[src/rtl/uart_rx.sv]
// 16x-oversampled UART receiver: 8N1 by default, 8E1 when UART_RX_PARITY_EN is defined.
// Each bit is sampled at mid-bit; rx_valid / frame_err / parity_err are one-clk pulses.
//
// state  | meaning
// IDLE   | line idle, waiting for rx_s low
// START  | qualifying start bit, sampled at half-bit
// DATA   | shifting in 8 data bits, LSB first
// PARITY | sampling the even-parity bit (UART_RX_PARITY_EN only)
// STOP   | sampling the stop bit, issuing the frame result strobe
// BREAK  | stop bit was low; waiting for the line to return high

module uart_rx #(
    parameter int CLK_FREQ  = 1000000,
    parameter int BAUD_RATE = 9600
) (
    input  logic       clk,
    input  logic       rst,
    input  logic       rx,
    output logic [7:0] rx_data,
    output logic       rx_valid,
    output logic       frame_err,
    output logic       parity_err,
    output logic       busy
);
    localparam int DIV   = CLK_FREQ / (BAUD_RATE * 16);
    localparam int DIV_W = (DIV > 1) ? $clog2(DIV) : 1;
    localparam logic [DIV_W-1:0] DIV_LAST = DIV_W'(DIV - 1);

    if (DIV < 1) begin : g_bad_div
        $error("uart_rx: CLK_FREQ/(BAUD_RATE*16) must be at least 1");
    end

    typedef enum logic [2:0] {
        IDLE   = 3'd0,
        START  = 3'd1,
        DATA   = 3'd2,
        PARITY = 3'd3,
        STOP   = 3'd4,
        BREAK  = 3'd5
    } state_e;

`ifdef UART_RX_PARITY_EN
    localparam state_e AFTER_DATA = PARITY;
`else
    localparam state_e AFTER_DATA = STOP;
`endif

    state_e           state_q, state_d;
    logic             sync1_q, sync2_q;
    logic             rx_s;
    logic [DIV_W-1:0] div_cnt_q, div_cnt_d;
    logic [3:0]       os_cnt_q, os_cnt_d;
    logic [2:0]       bit_cnt_q, bit_cnt_d;
    logic [7:0]       shreg_q, shreg_d;
    logic [7:0]       rx_data_q, rx_data_d;
    logic             rx_valid_q, rx_valid_d;
    logic             frame_err_q, frame_err_d;
    logic             tick, mid_tick, bit_tick;
`ifdef UART_RX_PARITY_EN
    logic             parity_bad_q, parity_bad_d;
    logic             parity_err_q, parity_err_d;
`endif

    assign rx_s     = sync2_q;
    assign tick     = (div_cnt_q == DIV_LAST);
    assign mid_tick = tick && (os_cnt_q == 4'd7);
    assign bit_tick = tick && (os_cnt_q == 4'd15);

    always_ff @(posedge clk) begin
        if (rst) begin
            state_q <= IDLE;
        end else begin
            state_q <= state_d;
        end
    end

    always_comb begin
        state_d = state_q;
        unique case (state_q)
            IDLE:    if (!rx_s) state_d = START;
            START:   if (mid_tick) state_d = rx_s ? IDLE : DATA;
            DATA:    if (bit_tick && (bit_cnt_q == 3'd7)) state_d = AFTER_DATA;
            PARITY:  if (bit_tick) state_d = STOP;
            STOP:    if (bit_tick) state_d = rx_s ? IDLE : BREAK;
            BREAK:   if (rx_s) state_d = IDLE;
            default: state_d = IDLE;
        endcase
    end

    // Counters sit at zero outside a frame, so every frame starts its mid-bit
    // alignment from the moment the start edge is seen.
    always_comb begin
        div_cnt_d = div_cnt_q;
        os_cnt_d  = os_cnt_q;
        bit_cnt_d = bit_cnt_q;
        shreg_d   = shreg_q;
`ifdef UART_RX_PARITY_EN
        parity_bad_d = parity_bad_q;
`endif
        if (state_q == IDLE || state_q == BREAK) begin
            div_cnt_d = '0;
            os_cnt_d  = '0;
        end else begin
            div_cnt_d = tick ? '0 : div_cnt_q + DIV_W'(1);
            if (tick) begin
                os_cnt_d = os_cnt_q + 4'd1;
            end
            if (state_q == START && mid_tick) begin
                os_cnt_d  = '0;
                bit_cnt_d = '0;
            end
            if (state_q == DATA && bit_tick) begin
                shreg_d   = {rx_s, shreg_q[7:1]};
                bit_cnt_d = bit_cnt_q + 3'd1;
            end
`ifdef UART_RX_PARITY_EN
            if (state_q == PARITY && bit_tick) begin
                parity_bad_d = ^{shreg_q, rx_s};
            end
`endif
        end
    end

    always_comb begin
        rx_data_d   = rx_data_q;
        rx_valid_d  = 1'b0;
        frame_err_d = 1'b0;
`ifdef UART_RX_PARITY_EN
        parity_err_d = 1'b0;
`endif
        if (state_q == STOP && bit_tick) begin
            if (!rx_s) begin
                frame_err_d = 1'b1;
`ifdef UART_RX_PARITY_EN
            end else if (parity_bad_q) begin
                parity_err_d = 1'b1;
`endif
            end else begin
                rx_valid_d = 1'b1;
                rx_data_d  = shreg_q;
            end
        end
    end

    always_ff @(posedge clk) begin
        if (rst) begin
            sync1_q     <= 1'b1;
            sync2_q     <= 1'b1;
            div_cnt_q   <= '0;
            os_cnt_q    <= '0;
            bit_cnt_q   <= '0;
            shreg_q     <= '0;
            rx_data_q   <= '0;
            rx_valid_q  <= 1'b0;
            frame_err_q <= 1'b0;
`ifdef UART_RX_PARITY_EN
            parity_bad_q <= 1'b0;
            parity_err_q <= 1'b0;
`endif
        end else begin
            sync1_q     <= rx;
            sync2_q     <= sync1_q;
            div_cnt_q   <= div_cnt_d;
            os_cnt_q    <= os_cnt_d;
            bit_cnt_q   <= bit_cnt_d;
            shreg_q     <= shreg_d;
            rx_data_q   <= rx_data_d;
            rx_valid_q  <= rx_valid_d;
            frame_err_q <= frame_err_d;
`ifdef UART_RX_PARITY_EN
            parity_bad_q <= parity_bad_d;
            parity_err_q <= parity_err_d;
`endif
        end
    end

    assign rx_data   = rx_data_q;
    assign rx_valid  = rx_valid_q;
    assign frame_err = frame_err_q;
    assign busy      = (state_q != IDLE);
`ifdef UART_RX_PARITY_EN
    assign parity_err = parity_err_q;
`else
    assign parity_err = 1'b0;
`endif

endmodule

[config.mk]
export PLATFORM = sky130hd
export DESIGN_NAME = uart_rx
export DESIGN_NICKNAME = d
export VERILOG_FILES = /design/src/rtl/uart_rx.sv
export SDC_FILE = /design/constraint.sdc
export NUM_CORES = 1
export LEC_CHECK = 0
export ABC_AREA = 1
export BUFFER_PORTS_ARGS = -buffer_cell sky130_fd_sc_hd__buf_2
export CAP_MARGIN = 30
export CORE_MARGIN = 1
export CORE_UTILIZATION = 60
export DETAILED_ROUTE_END_ITERATION = 10
export GPL_ROUTABILITY_DRIVEN = 0
export GPL_TIMING_DRIVEN = 0
export PLACE_DENSITY = 0.81
export SYNTH_ARGS = -nofsm -noshare
export SYNTH_HDL_FRONTEND = slang
export SYNTH_SLANG_ARGS = --single-unit
[constraint.sdc]
create_clock -name clk -period 2.75 [get_ports clk]
set_clock_uncertainty 0.15 [all_clocks]
set_input_delay 0.55 -clock clk [delete_from_list [all_inputs] [get_ports clk]]
set_output_delay 0.55 -clock clk [all_outputs]
set_load 0.03 [all_outputs]
==> summary.md, run 1 <==
| Metric | Value |
|---|---|
| CP Cell Sequence | `inv_1 -> nand2_1 -> buf_2` |
| I/O Pins | `15` |
| Core area | `roughly 2200 sq um` |
| Vias post-DR | `1207` |
| Vias in the first global route | `roughly 1100` |
| Total track usage | `a little under a quarter` |
| Gate Count Post-Synth | `178` |
| Via/cell ratio | `approximately 5.3` |
| Clk buf depth | `2` |
| Synth top area share | `46.5%` |
| Worst-path fanout max | `6` |
| RSZ-0062 raised after global routing | `no` |
| WP data arrival | `1.21 ns` |
| H-tree depth | `2` |
| Pwr dens | `approximately 630 nW/um^2` |
| Input/output buffers | `13` |
| TritonCTS Buffers | `5` |
| Endpoint, Worst Hold | `sync1_q$_SDFF_PP1_` |
| Worst path max stage delay | `roughly 0.45 ns` |
| Lkg Pwr | `between 0.7 and 0.8 nW` |
| Clock Root Buffer | `clkbuf_4` |
| Post_cts resized | `0` |
| DRC violations left | `0` |
| CP delay by family, top | `flip-flops` |
| Worst Setup Start Kind | `flop` |
| Synthesized flop and latch total | `33` |
| Slowest-stage cell, CP | `dfxtp_1` |
| Final ANT Viol Nets | `0` |
| First-pass GRT wire length | `4470 um` |
| Number of distinct library cells after synthesis | `28` |
| Multi-input gate area | `around 670 sq um` |
| Clock transition at the registers of the reported paths | `0.09 ns` |
| Die height | `between 50 and 60 um` |
| Initial antenna violation count | `0` |
| Total congestion overflow | `0` |
| N_diodes | `0` |
| Period utilization | `around 70%` |
| Setup TNS | `0 ns` |
| DR pass1 iterations | `4` |
| Fmax achieved | `0.523 GHz` |
| Worst r2r path cells | `8` |
| Slew margin rel. | `approximately 66%` |
| Initial DRC count | `36` |
| Yosys warns | `0` |
| Initial Util | `64.3%` |
| Fillers | `180` |
| Worst-Margin Slew | `~0.51 ns` |
| Status | `complete, no violations` |
| Wire per inst | `roughly 12 um` |
| Die area | `roughly 2600 sq um` |
| Site row count | `17` |
| R2r setup slk | `around 1 ns` |
| Worst path required time | `about 2.1 ns` |
| Total Nets Final | `just over 200` |
| CTS Sinks | `33` |
| CTS tree | `built` |
| Util after Layout | `71.3%` |
| Maxcap violations | `0` |
| Net count after synthesis | `about 190` |
| Final min period | `between 1.5 and 2 ns` |
| Cell taking the most area after synthesis | `dfxtp_1` |
| Die X | `around 50 um` |
| Clk_lat worst skew | `~0.32 ns` |
| Min Hold Slack | `~0.27 ns` |
| Hold Crit Depth | `2` |
| EDFF count, synth | `0` |
| Fin cells | `~230` |
| Worst setup path category | `flop to output pin` |
| Max-slew violations | `0` |
| Post-DP HPWL | `about 1900 um` |
| CTS Hold Bufs | `0` |
| Asr flop ratio synth | `0%` |
| Mapped Avg Cell Area | `~8 sq um` |
| Largest net degree at the start of global routing | `11` |
| Buffers & Inverters on Critical Path | `2` |
| Reg2Reg Capture Point | `rx_data[0]$_SDFFE_PP0P_` |
| Largest cells by area after synthesis | `dfxtp_1 (46%), nand2_1 (8.2%), nor2_1 (7.1%)` |
| Crit path capture type | `output pin` |
| VDD IR max | `around 0.53 mV` |
| Mapped Area | `~1400 sq um` |
| Final setup fails | `0` |
| Hold WC Path Type | `input port to flop` |
| Register cell area after layout | `661 sq um` |
| Hold path startpoint | `rx` |
| Post-placement cell count | `219` |
| Layout cell share with drive strength beyond 1 | `17.2%` |
| Area Overhead vs Synth | `10.9%` |
| DRT Wirelength | `between 2000 and 3000 um` |
| RR Startpoint | `div_cnt_q[0]$_SDFF_PP0_` |
| Ys flop type | `dfxtp_1` |
| Seq/Total Area, Yosys | `46.5%` |
| Final Hold Vio Count | `0` |
| # Post-CTS Setup Buffers | `0` |
-- routing by layer --
metal | part of all wire, % | track usage (%) | wire length [um]
met5 | 0 | 0 | 0
met4 | 1.5 | 10.2 | 39
met3 | 6.4 | 6.36 | 166
met2 | 47 | 39.8 | 1240
met1 | 45 | 27.4 | 1160
-- layout by cell type (no fill, tap or decap) --
cell type | synthesis | final
dfxtp_1 | 33 | 33
nand2_1 | 31 | 31
nor2_1 | 27 | 27
nand4_1 | 14 | 14
buf_2 | 0 | 13
inv_1 | 12 | 12
a21oi_1 | 12 | 12
o21ai_0 | 11 | 11
nand3_1 | 7 | 7
ha_1 | 5 | 5
clkbuf_4 | 0 | 5
clkbuf_1 | 3 | 4
inv_2 | 3 | 3
xor2_1 | 2 | 2
a21oi_2 | 2 | 2
or2_2 | 2 | 2
nand2_2 | 1 | 1
nor2_8 | 1 | 1
nor3_1 | 1 | 1
nand3_4 | 1 | 1
o211ai_1 | 1 | 1
nor2_4 | 1 | 1
buf_6 | 1 | 1
clkinv_2 | 1 | 1
nand3_2 | 1 | 1
nand3b_1 | 1 | 1
xnor2_1 | 1 | 1
nor4_1 | 1 | 1
buf_4 | 1 | 1
conb_1 | 1 | 1
clkbuf_8 | 0 | 1
-- worst reg2reg max path, stage by stage (launching register included) --
cell and delay, ns:
dfxtp_1 0.37, ha_1 0.17, nand2_2 0.13, nor2_8 0.14, nand3_4 0.11, clkinv_2 0.15, nand3_2 0.20, nand2_1 0.12
a21oi_1 0.07
-- synthesized netlist by cell type (2+ instances only) --
cell	number
inv_2	3
nand2_1	31
a21oi_2	2
dfxtp_1	33
nor2_1	27
or2_2	2
nand3_1	7
ha_1	5
xor2_1	2
o21ai_0	11
nand4_1	14
inv_1	12
clkbuf_1	3
a21oi_1	12
-- report_power, final --
group / internal, W / switching (W)
logic: 0.0000573 / 0.000146
clock network: 0.000121 / 0.000144
registers: 0.000497 / 0.0000215
total: 0.000675 / 0.000312
-- state kept, by name, summed over array words and instances, names as in the netlist --
signal	cells
shreg_q	8
div_cnt_q	3
rx_s	1
sync1_q	1
bit_cnt_q	3
os_cnt_q	4
rx_data	8
frame_err	1
rx_valid	1
state_q	3
-- kinds of logic after synthesis --
kind of cell,Yosys count,share of synthesized area (%)
simple gates,89,30.7
flops,33,46.5
fa+ha+maj,5,4.40
other cells,1,0.264
xor+xnor,3,1.85
buf+inv,21,6.43
compound gates,26,9.86
-- area by class of cell --
cell class | count | area share, %
inverter | 16 | 3.89
tap | 28 | 2.22
timing repair buffer | 13 | 4.13
clock buffer | 7 | 3.49
buffer | 5 | 1.90
sequential | 33 | 41.9
multi-input combinational | 124 | 42.5
-- per-stage QoR --
step	setup WS [ns]	total power [W]	area (sq um)
finish	0.836	0.000986	1580
global route	0.788	0.00104	1580
CTS	0.856	0.000987	1580
detailed placement	1.02	0.000727	1520
global placement	1.08	0.000718	1520
floorplan	1.23	0.000681	1420
-- how the worst max path moves through the flow --
stage / from / endpoint / slack [ns] / depth (start not counted)
finish: state_q[2]$_SDFFE_PP0P_ / busy / 0.84 / 3
global route: state_q[2]$_SDFFE_PP0P_ / busy / 0.79 / 3
CTS: state_q[2]$_SDFFE_PP0P_ / busy / 0.86 / 3
detailed placement: div_cnt_q[0]$_SDFF_PP0_ / rx_data[6]$_SDFFE_PP0P_ / 1.02 / 8
global placement: div_cnt_q[0]$_SDFF_PP0_ / rx_data[4]$_SDFFE_PP0P_ / 1.08 / 8
floorplan: div_cnt_q[0]$_SDFF_PP0_ / rx_data[0]$_SDFFE_PP0P_ / 1.23 / 8
No activity file was read; power rests on OpenSTA's default activity.
==> inputs of run 2 (changes only) <==
==> config.mk (replaced) <==
export PLATFORM = sky130hd
export DESIGN_NAME = uart_rx
export DESIGN_NICKNAME = d
export VERILOG_FILES = /design/src/rtl/uart_rx.sv
export SDC_FILE = /design/constraint.sdc
export NUM_CORES = 1
export LEC_CHECK = 0
export ABC_AREA = 0
export BUFFER_PORTS_ARGS = -buffer_cell sky130_fd_sc_hd__buf_2
export CAP_MARGIN = 30
export CORE_MARGIN = 1
export CORE_UTILIZATION = 51
export DETAILED_ROUTE_END_ITERATION = 10
export GPL_ROUTABILITY_DRIVEN = 0
export GPL_TIMING_DRIVEN = 0
export PLACE_DENSITY = 0.73
export SYNTH_ARGS = -nofsm -noshare
export SYNTH_HDL_FRONTEND = slang
export SYNTH_SLANG_ARGS = --single-unit
==> constraint.sdc (replaced) <==
create_clock -name clk -period 1.7 [get_ports clk]
set_clock_uncertainty 0.15 [all_clocks]
set_input_delay 0.34 -clock clk [delete_from_list [all_inputs] [get_ports clk]]
set_output_delay 0.34 -clock clk [all_outputs]
set_load 0.03 [all_outputs]
==> run 2 against run 1 <==
The flow now finishes with violations (negative setup slack). First-iteration DRC count fell by 2.8%. Final cell count down 1.8%. Die area rose by 21%. Global-route usage is 3.7 points lower. Hold slack worse by 0.23 ns. Combinational power is 50% higher. Wire length up 14%. Total power grew 72%. Largest power group unchanged.
==> summary.md, run 2 <==
| Metric | Value |
|---|---|
| Layout cell share with drive strength beyond 1 | `33.5% (+16 points)` |
| TritonCTS Buffers | `5 (unchanged)` |
| Initial DRC count | `35 (-2.8%)` |
| Die X | `55.7 um (+9.9%)` |
| DRC violations left | `0 (unchanged)` |
| Total congestion overflow | `0 (unchanged)` |
| Max-slew violations | `0 (unchanged)` |
| I/O Pins | `15 (unchanged)` |
| CP Cell Sequence | `ha_4 -> ha_4 -> nand2_2 -> a31o_4 -> a2111oi_4 -> mux2_4` |
| Most common cell on crit path | `ha_4` |
| Area Overhead vs Synth | `24.9%` |
| Commonest cells after routing, fill and taps aside | `dfxtp_1 (26), nand2_1 (22), nor2_1 (18)` |
| Total stage count of the critical path | `6 (+3)` |
| Crit. Startpoint | `bit_cnt_q[0]$_SDFFE_PP0P_` |
| Worst path required time | `1.78 ns (-0.27 ns)` |
| H-tree depth | `2 (unchanged)` |
| DRT Wirelength | `2980 um (+14%)` |
| Fillers | `234 (+30%)` |
| Clk pwr share | `34.9% (+8.0 points)` |
| Cell taking the most area after synthesis | `dfxtp_1` |
| Dpl ws | `-0.200 ns (-1.22 ns)` |
| CTS Hold Bufs | `0 (unchanged)` |
| Hold path startpoint | `rx` |
| Initial antenna violation count | `0 (unchanged)` |
| Seq/Total Area, Yosys | `44.9% (-1.5 points)` |
| Maxcap violations | `0 (unchanged)` |
| Sw power | `0.000413 W (+33%)` |
| Via/cell ratio | `5.34 (about the same)` |
| Worst-path fanout max | `2 (-4)` |
| Flop pwr share | `47.2% (-5.3 points)` |
| Final ANT Viol Nets | `0 (unchanged)` |
| Vias post-DR | `1186 (-1.7%)` |
| Pwr dens | `925 nW/um^2 (+48%)` |
| Multi-input gate area | `793 sq um (+19%)` |
| Internal power | `0.00129 W (+91%)` |
| Slowest-stage cell, CP | `a2111oi_4` |
| Mapped Avg Cell Area | `9.08 sq um (+14%)` |
| Failing checks | `negative setup slack` |
| Vias in the first global route | `1096 (-0.72%)` |
| Buffers & Inverters on Critical Path | `0 (-2)` |
| First-pass GRT wire length | `4750 um (+6.2%)` |
| Largest net degree at the start of global routing | `11 (unchanged)` |
| N_diodes | `0 (unchanged)` |
| Final worst slack | `-0.171 ns (-1.01 ns)` |
| Initial Util | `53.8% (-10 points)` |
| Lkg Pwr | `0.782 nW (+5.0%)` |
| Period utilization | `110%` |
| VDD IR max | `0.669 mV (+26%)` |
| Total Nets Final | `198 (-3.9%)` |
| Final min period | `about 1.9 ns` |
| Placed Area | `1630 sq um (+7.0%)` |
| Number of distinct library cells after synthesis | `35 (+25%)` |
| Synth top area share | `44.9% (-1.5 points)` |
| Clock Root Buffer | `clkbuf_4` |
| CTS tree | `built` |
| R2r setup slk | `-0.17 ns (-1.18 ns)` |
| Gate Count Post-Synth | `162 (-9.0%)` |
| Worst Setup Start Kind | `flop` |
| Crit path to | `state_q[0]$_SDFFE_PP0P_` |
| Asr flop ratio synth | `0% (unchanged)` |
| Net count after synthesis | `170 (-8.6%)` |
| Setup TNS | `-1.19 ns (-1.19 ns)` |
| Count leader, synth | `dfxtp_1` |
| Combinational Power Share | `17.9% (-2.7 points)` |
| Final Cell Area | `1840 sq um (+17%)` |
| Yosys warns | `0 (unchanged)` |
| Most instantiated cells after synthesis | `dfxtp_1 (33), nand2_1 (25), nor2_1 (18)` |
| Worst r2r path cells | `6 (-2)` |
| EDFF count, synth | `0 (unchanged)` |
| DR pass1 iterations | `5 (+1)` |
| Crit path capture type | `flop` |
| RR Startpoint | `bit_cnt_q[0]$_SDFFE_PP0P_` |
| CTS Sinks | `33 (unchanged)` |
| RSZ-0062 raised after global routing | `yes` |
| Synthesized flop and latch total | `33 (unchanged)` |
| Clk_lat worst skew | `0.33 ns (about the same)` |
| Clock transition at the registers of the reported paths | `0.10 ns (about the same)` |
| Switching Share | `24.3% (-7.3 points)` |
| CP delay by family, top | `compound AO/OA/AOI/OAI gates` |
| Hold WC Path Type | `input port to flop` |
| Site row count | `19 (+2)` |
| Most common cell after layout, fill and taps aside | `dfxtp_1` |
| Status | `finished, violations left` |
| Fmax achieved | `around 0.53 GHz` |
| Register cell area after layout | `669 sq um (+1.3%)` |
| Ys flop type | `dfxtp_1` |
| Worst setup path category | `flop to flop` |
| Core area | `2730 sq um (+24%)` |
| Final Hold Vio Count | `0 (unchanged)` |
| Reg2Reg Capture Point | `state_q[0]$_SDFFE_PP0P_` |
| Die height | `55.7 um (+9.9%)` |
| Largest cells by area after synthesis | `dfxtp_1 (45%), nand2_1 (6.4%), a21oi_1 (5.8%)` |
| Post-DP HPWL | `1860 um (-1.3%)` |
| Die area | `3100 sq um (+21%)` |
| Mapped Area | `1470 sq um (+3.4%)` |
| Wire per inst | `13.4 um (+16%)` |
| Final setup fails | `14 (+14)` |
| Clk buf depth | `2 (unchanged)` |
| Worst path max stage delay | `0.38 ns (-0.07 ns)` |
| Total track usage | `19.7% (-3.7 points)` |
| Input/output buffers | `13 (unchanged)` |
| WP data arrival | `1.95 ns (+0.74 ns)` |
-- run 2: worst min-delay path by stage --
stage	end	slack (ns)	cells after the start
floorplan	rx_s$_SDFF_PP1_	0.24	1
global placement	rx_s$_SDFF_PP1_	0.25	1
detailed placement	rx_s$_SDFF_PP1_	0.29	1
CTS	sync1_q$_SDFF_PP1_	0.03	2
global route	sync1_q$_SDFF_PP1_	0.04	2
finish	sync1_q$_SDFF_PP1_	0.04	2
-- run 2: routing by layer --
metal | vias up | global-route usage (%) | share of wire, %
met5 | - | 0 | 0
met4 | 0 | 10.4 | 3.0
met2 | 27 | 34.3 | 50
met1 | 556 | 22.4 | 44
met3 | 10 | 4.42 | 3.4
li1 | 593 | - | -
-- run 2: timing repair --
action / in CTS / in global routing
pin swaps: 6 / 6
gates cloned: 1 / 1
hold endpoints to repair: 0 / 0
gates resized for setup: 11 / 11
setup buffers: 4 / 2
setup endpoints to repair: 23 / 26
-- run 2: area by class of cell --
type / instances / share of cell area (%)
multi-input cells: 112 / 43.2
clock buffers: 7 / 3.00
inverters: 5 / 1.02
well taps: 31 / 2.11
flip-flops and latches: 33 / 36.4
repair buffers: 21 / 6.68
plain buffers: 12 / 5.93
clock inverters: 1 / 1.63
-- run 2: power groups by stage --
stage | combinational (W) | sequential (W) | clock (W)
6_report | 0.000304 | 0.000802 | 0.000593
5_1_grt | 0.000327 | 0.000804 | 0.000642
4_1_cts | 0.000284 | 0.000801 | 0.000609
3_5_place_dp | 0.000244 | 0.000820 | 0
3_3_place_gp | 0.000238 | 0.000818 | 0
2_1_floorplan | 0.000201 | 0.000817 | 0
-- run 2: worst register-to-register path, delay by kind of cell, from the launching register on --
family	cells	cell delay, ns
AO/OA/AOI/OAI	2	0.62
flip-flops	1	0.36
multiplexers	1	0.33
adder cells (fa/ha/maj)	2	0.27
AND/OR/NAND/NOR	1	0.05
-- run 2: through the flow --
step | util (%) | cells | total power [W] | hold slack [ns]
global route | 67.2 | 222 | 0.00177 | 0.0383
floorplan | - | 162 | 0.00102 | 0.239
global placement | 59.5 | 206 | 0.00106 | 0.251
CTS | 65.2 | 219 | 0.00169 | 0.0342
finish | 67.2 | 222 | 0.00170 | 0.0395
detailed placement | 59.5 | 206 | 0.00106 | 0.285
-- run 2: logic make-up (layout without fill, tap and decap cells) --
group,count (synthesis),after routing,synth area share (%)
AO/OA/AOI/OAI,23,23,11.5
XOR/XNOR,5,5,2.98
adder cells (fa/ha/maj),5,5,4.26
buffers and inverters,17,46,7.15
flip-flops,33,33,44.9
multiplexers,9,9,6.47
other,1,1,0.255
AND/OR/NAND/NOR,69,69,22.5
==> inputs of run 3 (changes only) <==
--- a/config.mk
+++ b/config.mk
@@ -9,11 +9,13 @@
 export BUFFER_PORTS_ARGS = -buffer_cell sky130_fd_sc_hd__buf_2
 export CAP_MARGIN = 30
 export CORE_MARGIN = 1
-export CORE_UTILIZATION = 51
+export CORE_UTILIZATION = 60
 export DETAILED_ROUTE_END_ITERATION = 10
 export GPL_ROUTABILITY_DRIVEN = 0
 export GPL_TIMING_DRIVEN = 0
-export PLACE_DENSITY = 0.73
+export HOLD_SLACK_MARGIN = 0.02
+export MAX_ROUTING_LAYER = met4
+export PLACE_DENSITY = 0.81
 export SYNTH_ARGS = -nofsm -noshare
 export SYNTH_HDL_FRONTEND = slang
 export SYNTH_SLANG_ARGS = --single-unit
==> constraint.sdc (replaced) <==
create_clock -name clk -period 2.4 [get_ports clk]
set_clock_uncertainty 0.15 [all_clocks]
set_input_delay 0.48 -clock clk [delete_from_list [all_inputs] [get_ports clk]]
set_output_delay 0.48 -clock clk [all_outputs]
set_load 0.03 [all_outputs]
==> run 3 against run 2 <==
Register-to-register slack gained 0.56 ns. Global-route usage grew 4.4 points. The run now ends clean. Critical path type unchanged. Sequential share of layout area grew 4.2 points.
==> summary.md, run 3 (synthesis results as in run 2) <==
| Metric | Value |
|---|---|
| Status | `complete, no violations` |
| CTS Sinks | `33 (unchanged)` |
| Vias in the first global route | `1056 (-3.6%)` |
| RSZ-0062 raised after global routing | `no` |
| CTS Hold Bufs | `0 (unchanged)` |
| Crit path capture type | `flop` |
| Worst Setup Start Kind | `flop` |
| Die area | `2650 sq um (-14%)` |
| Area Overhead vs Synth | `10.6%` |
| Hold WC Path Type | `input port to flop` |
| Final Cell Area | `1630 sq um (-12%)` |
| I/O Pins | `15 (unchanged)` |
| Post_cts resized | `0 (-11)` |
| H-tree depth | `2 (unchanged)` |
| Total Nets Final | `190 (-4.0%)` |
| DR pass1 iterations | `4 (-1)` |
| Commonest cells after routing, fill and taps aside | `dfxtp_1 (33), nand2_1 (25), nor2_1 (18)` |
| Dpl ws | `0.390 ns (+0.590 ns)` |
| # Post-CTS Setup Buffers | `0 (-4)` |
| Initial antenna violation count | `0 (unchanged)` |
| Worst setup path category | `flop to flop` |
| Final min period | `2.01 ns (+0.142 ns)` |
| Pwr dens | `640 nW/um^2 (-31%)` |
| N_diodes | `0 (unchanged)` |
| Initial Util | `65.2% (+11 points)` |
| Clk_lat worst skew | `0.34 ns (about the same)` |
| Post-DP HPWL | `1800 um (-3.0%)` |
| Fin cells | `211 (-5.0%)` |
| First-pass GRT wire length | `4510 um (-5.1%)` |
| Lkg Pwr | `0.689 nW (-12%)` |
| Final setup fails | `0 (-14)` |
| Total power | `0.00104 W (-39%)` |
| Clk buf depth | `2 (unchanged)` |
| Input/output buffers | `13 (unchanged)` |
| Layout cell share with drive strength beyond 1 | `20.2% (-13 points)` |
| Total congestion overflow | `0 (unchanged)` |
| DRC violations left | `0 (unchanged)` |
| Placed Area | `1570 sq um (-3.5%)` |
| Worst path required time | `2.50 ns (+0.72 ns)` |
| CTS tree | `built` |
| TritonCTS Buffers | `5 (unchanged)` |
| Site row count | `17 (-2)` |
| Final worst slack | `0.387 ns (+0.558 ns)` |
| Vias post-DR | `1134 (-4.4%)` |
| Wire per inst | `12.1 um (-10%)` |
| Initial DRC count | `35 (unchanged)` |
| Final ANT Viol Nets | `0 (unchanged)` |
| DRT Wirelength | `2550 um (-15%)` |
| Clock Root Buffer | `clkbuf_4` |
| Fmax achieved | `0.497 GHz (-7.1%)` |
| VDD IR max | `0.536 mV (-20%)` |
| Via/cell ratio | `5.37 (+0.60%)` |
| Max-slew violations | `0 (unchanged)` |
| Setup TNS | `0 ns (+1.19 ns)` |
| Clock transition at the registers of the reported paths | `0.11 ns (about the same)` |
| Worst-path fanout max | `9 (+7)` |
| Most common cell after layout, fill and taps aside | `dfxtp_1` |
| Maxcap violations | `0 (unchanged)` |
| Post-placement cell count | `203 (-1.5%)` |
| Total track usage | `24.1% (+4.4 points)` |
| Largest net degree at the start of global routing | `12 (+1)` |
| Die height | `51.5 um (-7.5%)` |
| Core area | `2250 sq um (-18%)` |
| WP data arrival | `2.11 ns (+0.16 ns)` |
| Die X | `51.5 um (-7.5%)` |
| Period utilization | `83.9% (-26 points)` |
| Final Hold Vio Count | `0 (unchanged)` |
==> run 3: changes by cell type in the layout (fill, tap and decap cells not counted), sizes merged <==
cell,delta
buf,-10
bufinv,-1
clkinv,+2
clkinvlp,+1
==> run 3: metrics by stage <==
stage	hold WS (ns)	utilization, %
after floorplan	0.239	-
after global placement	0.250	69.6
after detailed placement	0.266	69.6
after CTS	0.162	72.1
after global routing	0.162	72.1
final	0.169	72.1
==> run 3: cell type report <==
class	instances	area, sq um
Tap cell	28	35.0
Sequential cell	33	661
Clock buffer	5	37.5
Clock inverter	3	17.5
Timing Repair Buffer	13	65.1
Fill cell	183	629
Buffer	12	86.3
Inverter	5	18.8
Multi-Input combinational cell	112	704
==> run 3: power breakdown <==
part           total [W]  switching, W  internal, W
Sequential      0.000565    0.00000553     0.000559
Clock           0.000309      0.000199     0.000110
Combinational   0.000165     0.0000963    0.0000691
==> run 3: worst max-delay path, stage by stage, from the launching register on <==
cell	delay [ns]
dfxtp_1	0.34
inv_1	0.04
ha_1	0.21
and4_1	0.22
buf_6	0.14
a2111oi_4	0.41
a2111oi_4	0.11
mux2_4	0.30
==> run 3: routing by layer <==
metal,track usage (%),routed length [um],up-vias
met5,-,0,-
met4,11.3,51,0
met3,9.06,142,7
met2,35.1,1190,31
met1,29.4,1170,520
li1,-,-,576
==> run 3: path summary, 6_finish.rpt <==
path                                         startpoint                       to  slack [ns]  cells after the start
worst max-delay path            div_cnt_q[1]$_SDFF_PP0_  state_q[0]$_SDFFE_PP0P_        0.39                      7
worst min-delay path                                 rx       sync1_q$_SDFF_PP1_        0.17                      2
worst max register to register  div_cnt_q[1]$_SDFF_PP0_  state_q[0]$_SDFFE_PP0P_        0.39                      7
worst min register to register       sync1_q$_SDFF_PP1_          rx_s$_SDFF_PP1_        0.29                      1
